<file path="src/rtl/pc_gen.sv">
// Program-counter generator for the fetch stage: sequential +4 fetch over a
// request/grant handshake with flush/branch redirects and a held-branch slot.
// Define PC_ALIGN_CHECK_EN to trap misaligned targets to EXC_VEC instead of
// silently clearing their low two bits.
module pc_gen #(
  parameter int unsigned             ADDR_W    = 32,
  parameter logic [ADDR_W-1:0] RESET_VEC = '0,
  parameter logic [ADDR_W-1:0] EXC_VEC   = ADDR_W'('h20)
) (
  input  logic              clk,
  input  logic              rst,
  input  logic [5:0]        stall_i,
  input  logic              flush_i,
  input  logic [ADDR_W-1:0] flush_addr_i,
  input  logic              branch_flg_i,
  input  logic [ADDR_W-1:0] branch_addr_i,
  input  logic              ifetch_gnt_i,
  output logic [ADDR_W-1:0] pc_o,
  output logic              ce,
  output logic              redirect_pending_o,
  output logic              misalign_o,
  output logic [ADDR_W-1:0] misalign_addr_o
);

  typedef enum logic [1:0] {ST_OFF, ST_RUN, ST_PEND} state_e;

  state_e            state_q, state_d;
  logic [ADDR_W-1:0] pc_q, pc_d;
  logic [ADDR_W-1:0] pend_q, pend_d;
  logic              misalign_q, misalign_d;
  logic [ADDR_W-1:0] misalign_addr_q, misalign_addr_d;

  logic              adv;
  logic              load;
  logic [ADDR_W-1:0] tgt;

  assign ce                 = (state_q != ST_OFF);
  assign adv                = ce & ~stall_i[0] & ifetch_gnt_i;
  assign pc_o               = pc_q;
  assign redirect_pending_o = (state_q == ST_PEND);
  assign misalign_o         = misalign_q;
  assign misalign_addr_o    = misalign_addr_q;

  // Only the PC-stage stall bit matters; the low target bits are dropped in
  // the non-checking build.
  logic unused_bits;
  assign unused_bits = ^{stall_i[5:1], tgt[1:0]};

  always_comb begin
    // NOTE: every signal gets a default first so no path leaves one unassigned (no latches).
    state_d         = state_q;
    pc_d            = pc_q;
    pend_d          = pend_q;
    load            = 1'b0;
    tgt             = '0;
    misalign_d      = 1'b0;
    misalign_addr_d = misalign_addr_q;

    if (state_q == ST_OFF) begin
      state_d = ST_RUN;
    end else if (flush_i) begin
      load    = 1'b1;
      tgt     = flush_addr_i;
      state_d = ST_RUN;
    end else if (branch_flg_i && adv) begin
      load    = 1'b1;
      tgt     = branch_addr_i;
      state_d = ST_RUN;
    end else if (branch_flg_i) begin
      pend_d  = branch_addr_i;
      state_d = ST_PEND;
    end else if (state_q == ST_PEND && adv) begin
      load    = 1'b1;
      tgt     = pend_q;
      state_d = ST_RUN;
    end else if (adv) begin
      pc_d = pc_q + ADDR_W'(4);
    end

    if (load) begin
`ifdef PC_ALIGN_CHECK_EN
      if (tgt[1:0] != 2'b00) begin
        pc_d            = EXC_VEC;
        misalign_d      = 1'b1;
        misalign_addr_d = tgt;
      end else begin
        pc_d = tgt;
      end
`else
      pc_d = {tgt[ADDR_W-1:2], 2'b00};
`endif
    end
  end

  // NOTE: sequential state uses non-blocking assignments so all flops update together.
  always_ff @(posedge clk or negedge rst) begin
    if (!rst) begin
      state_q         <= ST_OFF;
      pc_q            <= RESET_VEC;
      pend_q          <= '0;
      misalign_q      <= 1'b0;
      misalign_addr_q <= '0;
    end else begin
      state_q         <= state_d;
      pc_q            <= pc_d;
      pend_q          <= pend_d;
      misalign_q      <= misalign_d;
      misalign_addr_q <= misalign_addr_d;
    end
  end

endmodule

</file>
<file path="config.mk">
export PLATFORM = sky130hd
export DESIGN_NAME = pc_gen
export DESIGN_NICKNAME = d
export VERILOG_FILES = /design/src/rtl/pc_gen.sv
export SDC_FILE = /design/constraint.sdc
export NUM_CORES = 1
export LEC_CHECK = 0
export BUFFER_PORTS_ARGS = -buffer_cell sky130_fd_sc_hd__buf_2
export CAP_MARGIN = 25
export CORE_AREA = 4 4 94 96
export DETAILED_ROUTE_END_ITERATION = 8
export DIE_AREA = 0 0 98 100
export GPL_ROUTABILITY_DRIVEN = 0
export PLACE_DENSITY = 0.77
export SLEW_MARGIN = 20
export SYNTH_ARGS = -nofsm -noshare
export SYNTH_HDL_FRONTEND = slang
export SYNTH_SLANG_ARGS = --single-unit
</file>
<file path="constraint.sdc">
create_clock -name clk -period 2.35 [get_ports clk]
set_input_delay 0 -clock clk [delete_from_list [all_inputs] [get_ports clk]]
set_output_delay 0 -clock clk [all_outputs]
set_load 0.05 [all_outputs]
</file>
==> key figures, run 1 <==
Outcome
  – Status: finished, final reports clean

Final layout
  – Most frequent cells in the layout: 97 x buf_2, 61 x dfrtp_1, 37 x dlygate4sd3_1
  – Synth-to-Final Area Change: 27.1%
  – Filler Cell Count: around 670
  – Fin cells: 662
  – Antenna fix cells: 0
  – Share of post-route cells with drive strength above 1: 31.6%
  – Layout Utilization: a little over three fifths
  – Most common cell after layout, fill and taps aside: buf_2
  – Final nets: 628
  – Post-route design area: 0.00508 sq mm

Logic synthesis
  – Mapped Cells: 418
  – Post-synth ARST share: 100%
  – Sequential share of the synthesized area: 38.8%
  – Avg Synthesized Cell Area: 9.57 sq um
  – Cell Area, Synth: 0.00400 sq mm
  – Synth area leader: dfrtp_1
  – Commonest register cell after synthesis: dfrtp_1
  – YS warnings: 0
  – #FFs+latches synth: a little over 60
  – Yosys top cell area share: between 30% and 40%
  – Post-synth EDFFs: 0
  – Leading post-synthesis cells by cell area: dfrtp_1 39%, mux2_2 7.3%, buf_4 6.6%, o21ai_0 3.5%, a221o_1 3.0%
  – Library cells used by synthesis: 71

Clock network
  – TritonCTS Buffers: 9
  – CTS tree: done
  – Postcts setup bufs: 0
  – Skew-Pair Late Insertion Delay: 0.34 ns
  – Clk pin slew, worst setup/hold paths: 0.08 ns
  – Clk buf depth: 2
  – Root buf cell: clkbuf_8
  – Htree depth: 3
  – CTS Sinks: 62

Detailed routing
  – DR vias: 3931
  – 1st-iter DRT viols: ~380
  – Routed vias/inst: just under 6
  – Residual DRC: 0
  – Drt pass-1 iters: 5
  – Routed Antenna Nets: 0
  – WL/cell: 18.2 microns
  – WL final: 12100 microns

STA
  – Slew Limit Fails: 0
  – Post-route minimum period: 2.17 ns
  – Endpoints failing hold: 0
  – Worst-margin pin slew: between 0.7 and 0.8 ns
  – Clock Skew: 0.00778 ns
  – # setup viols final: 0
  – Max_slew headroom: around 49%
  – Achievable frequency: 461 MHz
  – Final period util: approximately 90%
  – RSZ-0062 raised after global routing: no
  – Post-route setup TNS: 0 ns
  – Worst hold margin: 0.0138 ns

Critical path
  – Data required, critical path: 2.57 ns
  – Worst path cell trace: ha_1, nand4_2, or4_1, nor3_2, o21ai_0, o2bb2ai_1
  – Worst setup path class: reg2reg
  – Crit. Startpoint: pc_o[3]
  – Critical path's largest stage delay: 0.74 ns
  – Max Fanout on Critical Path: 6
  – Worst setup path endpoint: pc_o[28]
  – Crit path launch type: register
  – R2r worst-path depth: 6
  – Slowest CP cell: or4_1
  – Critical path depth: 6
  – Reg2reg start: pc_o[3]
  – Crit path DAT: 2.39 ns
  – CP bufs+invs: 0
  – CP Capture Type: register
  – Largest delay share family, worst path: simple AND/OR/NAND/NOR gates
  – Reg-to-reg slack, setup: 0.18 ns
  – FF-to-FF End: pc_o[28]

Place
  – Hpwl dp: 8360 microns
  – Cell Area, Placed: 0.00450 sq mm
  – Placed cell count: 609
  – Port Buffer Count: 97

Floorplan
  – Die area: 0.00980 sq mm
  – # rows: 33
  – Starting Density: 49.7%
  – Die Y: approximately 100 microns
  – Core area: 0.00805 sq mm
  – Die extent in x: roughly 98 microns
  – # IOs: 142

Global route
  – Vias in the first global route: 3927
  – Initial antenna violation count: 0
  – GR Overflow Total: 0
  – GRT Resource Usage Total: 24.9%
  – Largest net degree at the start of global routing: 34
  – First-pass GRT wire length: 19400 microns

Worst hold path
  – Hold WC Path Type: in2reg

Flow run
  – # Max-Cap Violations: 0

Power
  – Power Density: 725 mW/mm^2
  – Worst IR Drop VDD: about 0.52 mV
  – Leakage: 2.20 nW
[area by class of cell]
cell class	instances	area (sq um)	share of cell area [%]
tap	105	131	2.59
inverter	6	22.5	0.443
clock buffer	11	151	2.98
multi-input combinational	321	2160	42.6
timing repair buffer	152	1000	19.7
sequential	62	1550	30.6
clock inverter	5	57.6	1.13
[how the worst min path moves through the flow]
stage	cells past startpoint	end	startpoint	slack (ns)
global route	5	pc_o[6]	flush_addr_i[6]	0.02
CTS	5	pc_o[6]	flush_addr_i[6]	0.01
floorplan	0	pc_o[10]	rst	-0.30
detailed placement	1	pc_o[9]	rst	0.10
global placement	1	pend_q[9]	rst	0.1
finish	3	pc_o[15]	flush_addr_i[15]	0.01
[where the power goes]
| group | internal (mW) | switching (mW) | leakage [nW] | total, mW |
|---|---|---|---|---|
| clock network | 0.546 | 0.451 | 0.0976 | 0.997 |
| logic | 0.396 | 0.825 | 1.37 | 1.22 |
| registers | 1.27 | 0.200 | 0.734 | 1.47 |
[cell usage after synthesis, types with 9 or more instances]
cell	n
dfrtp_1	62
buf_4	35
o21ai_0	28
mux2_2	26
a21oi_1	23
nand2_1	20
nor2_1	20
buf_2	16
a221o_1	12
nand3_1	12
clkbuf_1	10
a221oi_1	9
[per-stage QoR]
stage               setup slack [ns]  power, mW
global placement               0.300       2.60
floorplan                   0.000974       2.34
CTS                            0.208       3.68
finish                         0.180       3.69
global route                  0.0761       3.85
detailed placement             0.238       2.64
[sequential cells by signal (all words and copies together) (netlist names)]
signal   count
pend_q      30
state_q      2
pc_o        30
[cells by family after synthesis]
logic type                 after synthesis  synth area share, %
DFF                                     62                 38.8
adders and majority gates                1                0.313
and+or+nand+nor                        110                 15.5
AOI/OAI and AO/OA                      143                 25.9
muxes                                   32                 8.95
buffers and inverters                   69                 10.5
other                                    1               0.0938
[per-layer routing]
metal	global-route usage (%)	wire (microns)	vias up
met2	41.8	5970	215
met1	31.5	4780	1892
met3	5.49	1070	23
met5	0	0	-
met4	9.37	240	0
li1	-	-	1801
[worst reg2reg max path, delay by kind of cell (launching register included)]
family,cells,cell delay [ns]
AOI/OAI and AO/OA,2,0.23
DFF,1,0.42
adders and majority gates,1,0.25
and+or+nand+nor,3,1.15
[what timing repair did]
| item | CTS | global route |
|---|---|---|
| gates resized for setup | 0 | 0 |
| hold endpoints to repair | 68 | 0 |
| hold buffers | 37 | 0 |
Note: power is estimated with default switching activity, not from simulation.
==> run 2: changes to the inputs <==
Settings changed: CORE_AREA 4 4 94 96 to 4 4 95 97, DIE_AREA 0 0 98 100 to 0 0 99 101, PLACE_DENSITY 0.77 to 0.76.
==> run 2 against run 1 <==
Against the previous run: first-iteration DRC count fell by 42%; sequential power about the same; maximum frequency shrank 3.3%; routed wire length fell by 0.17%; via count is 0.36% higher; clock power shrank 16%; global-route usage decreased by 0.39 points; sequential share of layout area barely moved.
==> key figures, run 2 (synthesis results as in run 1) <==
Floorplan
  – Starting Density: 49.2% (was 49.7%)
  – Die Y: 101 microns (was 100 microns)
  – Core area: 0.00813 sq mm (was 0.00805 sq mm)
  – # IOs: 142 (unchanged)
  – Die extent in x: 99 microns (was 98 microns)
  – Die area: 0.0100 sq mm (was 0.00980 sq mm)
  – # rows: 33 (unchanged)

Global route
  – GR Overflow Total: 0 (unchanged)
  – Vias in the first global route: 3918 (was 3927)
  – Largest net degree at the start of global routing: 33 (was 34)
  – GRT Resource Usage Total: 24.5% (was 24.9%)
  – First-pass GRT wire length: 19400 microns (about the same)
  – Initial antenna violation count: 0 (unchanged)

Power
  – Leakage: 2.20 nW (about the same)
  – Power Density: 695 mW/mm^2 (was 725 mW/mm^2)
  – Sw frac: 41.1% (was 40.0%)
  – Comb pwr share: 34.7% (was 33.1%)
  – P_sw: 1.45 mW (was 1.48 mW)
  – Sequential power share: 41.6% (was 39.8%)
  – P_int: 2.08 mW (was 2.21 mW)
  – Clock network fraction of design power: 23.7% (was 27.0%)
  – Worst IR Drop VDD: 0.456 mV (was 0.520 mV)
  – Final total power: 3.53 mW (was 3.69 mW)

Clock network
  – Post_cts resized: 0 (unchanged)
  – Htree depth: 3 (unchanged)
  – Root buf cell: clkbuf_8 (unchanged)
  – CTS Sinks: 62 (unchanged)
  – Clk buf depth: 2 (unchanged)
  – Postcts setup bufs: 0 (unchanged)
  – CTS Hold Buffers Added: 38 (was 37)
  – Clk pin slew, worst setup/hold paths: 0.07 ns (was 0.08 ns)
  – Skew-Pair Late Insertion Delay: 0.34 ns (about the same)
  – TritonCTS Buffers: 9 (unchanged)
  – CTS tree: done (unchanged)

STA
  – Clock Skew: 0.00758 ns (was 0.00778 ns)
  – # setup viols final: 0 (unchanged)
  – Max_slew headroom: 45.3% (was 48.5%)
  – Post-route setup TNS: 0 ns (unchanged)
  – Slew Limit Fails: 0 (unchanged)
  – Achievable frequency: 446 MHz (was 461 MHz)
  – Post-route minimum period: 2.24 ns (was 2.17 ns)
  – RSZ-0062 raised after global routing: no (unchanged)
  – Final period util: 95.5% (was 92.4%)
  – Endpoints failing hold: 0 (unchanged)
  – Worst-margin pin slew: 0.820 ns (was 0.772 ns)

Critical path
  – Data required, critical path: 2.58 ns (was 2.57 ns)
  – CP bufs+invs: 0 (unchanged)
  – Critical path's largest stage delay: 0.74 ns (about the same)
  – Worst setup path class: reg2reg (unchanged)
  – Crit path DAT: 2.47 ns (was 2.39 ns)
  – Slowest CP cell: or4_1 (unchanged)
  – Worst path cell trace: ha_1, nand4_2, or4_1, nor3_2, o21ai_0, o2bb2ai_1 (unchanged)
  – CP Capture Type: register (unchanged)
  – Max Fanout on Critical Path: 6 (unchanged)
  – Largest delay share family, worst path: simple AND/OR/NAND/NOR gates (unchanged)
  – Crit path launch type: register (unchanged)

Final layout
  – Most frequent cells in the layout: 97 x buf_2, 61 x dfrtp_1, 38 x dlygate4sd3_1 (was 97 x buf_2, 61 x dfrtp_1, 37 x dlygate4sd3_1)
  – Antenna fix cells: 0 (unchanged)
  – Synth-to-Final Area Change: 26.9% (was 27.1%)
  – Post-route design area: 0.00507 sq mm (was 0.00508 sq mm)
  – Final nets: 632 (was 628)
  – Fin cells: 666 (was 662)
  – Layout Utilization: 62.4% (was 63.1%)
  – Share of post-route cells with drive strength above 1: 31.7% (was 31.6%)
  – Most common cell after layout, fill and taps aside: buf_2 (unchanged)

Detailed routing
  – DR vias: 3945 (was 3931)
  – WL final: 12000 microns (was 12100 microns)
  – Residual DRC: 0 (unchanged)
  – Routed vias/inst: 5.92 (was 5.94)
  – Drt pass-1 iters: 5 (unchanged)
  – 1st-iter DRT viols: 220 (was 378)
  – WL/cell: 18.1 microns (was 18.2 microns)
  – Routed Antenna Nets: 0 (unchanged)

Place
  – Cell Area, Placed: 0.00453 sq mm (was 0.00450 sq mm)
  – Placed cell count: 612 (was 609)
  – Hpwl dp: 8320 microns (was 8360 microns)
  – Port Buffer Count: 97 (unchanged)

Worst hold path
  – Hold WC Path Type: in2reg (unchanged)

Flow run
  – # Max-Cap Violations: 0 (unchanged)

Outcome
  – Status: finished, final reports clean (unchanged)
[run 2: cell types whose count changed in the layout (fill, tap and decap cells not counted)]
cell	previous run	this run
clkbuf_8	11	10
nor2_2	1	2
clkinvlp_4	3	1
clkinv_2	1	3
dlygate4sd3_1	37	38
bufinv_16	1	0
buf_4	17	20
clkbuf_1	0	2
nor2_1	20	19
[run 2: worst register-to-register path, stage by stage (launching register included)]
cell and delay, ns:
dfrtp_1 0.43, ha_1 0.26, nand4_2 0.15, or4_1 0.74, nor3_2 0.29, o21ai_0 0.13
o2bb2ai_1 0.14
[run 2: layout make-up]
type                       count  area (sq um)
fill                         685          3060
multi-input combinational    321          2160
sequential                    62          1550
timing repair buffer         156          1040
clock buffer                  12           145
tap                          105           131
clock inverter                 4          22.5
inverter                       6          22.5
[run 2: metal layers]
metal | track usage (%) | up-vias | share of wire (%)
li1 | - | 1807 | -
met1 | 31.1 | 1888 | 41
met2 | 38.9 | 223 | 47
met3 | 7.61 | 27 | 9.9
met4 | 9.66 | 0 | 2.3
met5 | 0 | - | 0
[run 2: power by group through the flow]
| stage | Combinational, mW | Clock, mW | Sequential [mW] |
|---|---|---|---|
| floorplan | 0.586 | 0 | 1.76 |
| detailed placement | 1.17 | 0 | 1.48 |
| finish | 1.22 | 0.835 | 1.47 |
| CTS | 1.22 | 0.856 | 1.46 |
| global route | 1.31 | 0.898 | 1.50 |
| global placement | 1.15 | 0 | 1.47 |
[run 2: per-stage QoR]
step                hold WS (ns)  setup slack, ns
detailed placement         0.119            0.145
floorplan                 -0.296         0.000974
finish                    0.0144            0.106
global route              0.0201          0.00115
CTS                      0.00926            0.120
global placement           0.110            0.133
[run 2: worst paths after layout]
kind | start | endpoint | slack (ns) | depth (start not counted)
setup / recovery | pc_o[3] | pc_o[28] | 0.11 | 6
hold / removal | flush_addr_i[27] | pc_o[27] | 0.01 | 3
setup reg to reg | pc_o[3] | pc_o[28] | 0.11 | 6
hold reg to reg | pend_q[21] | pend_q[21] | 0.50 | 1
max in group asynchronous | rst | pc_o[19] | 1.43 | 3
min in group asynchronous | rst | pend_q[31] | 0.28 | 2
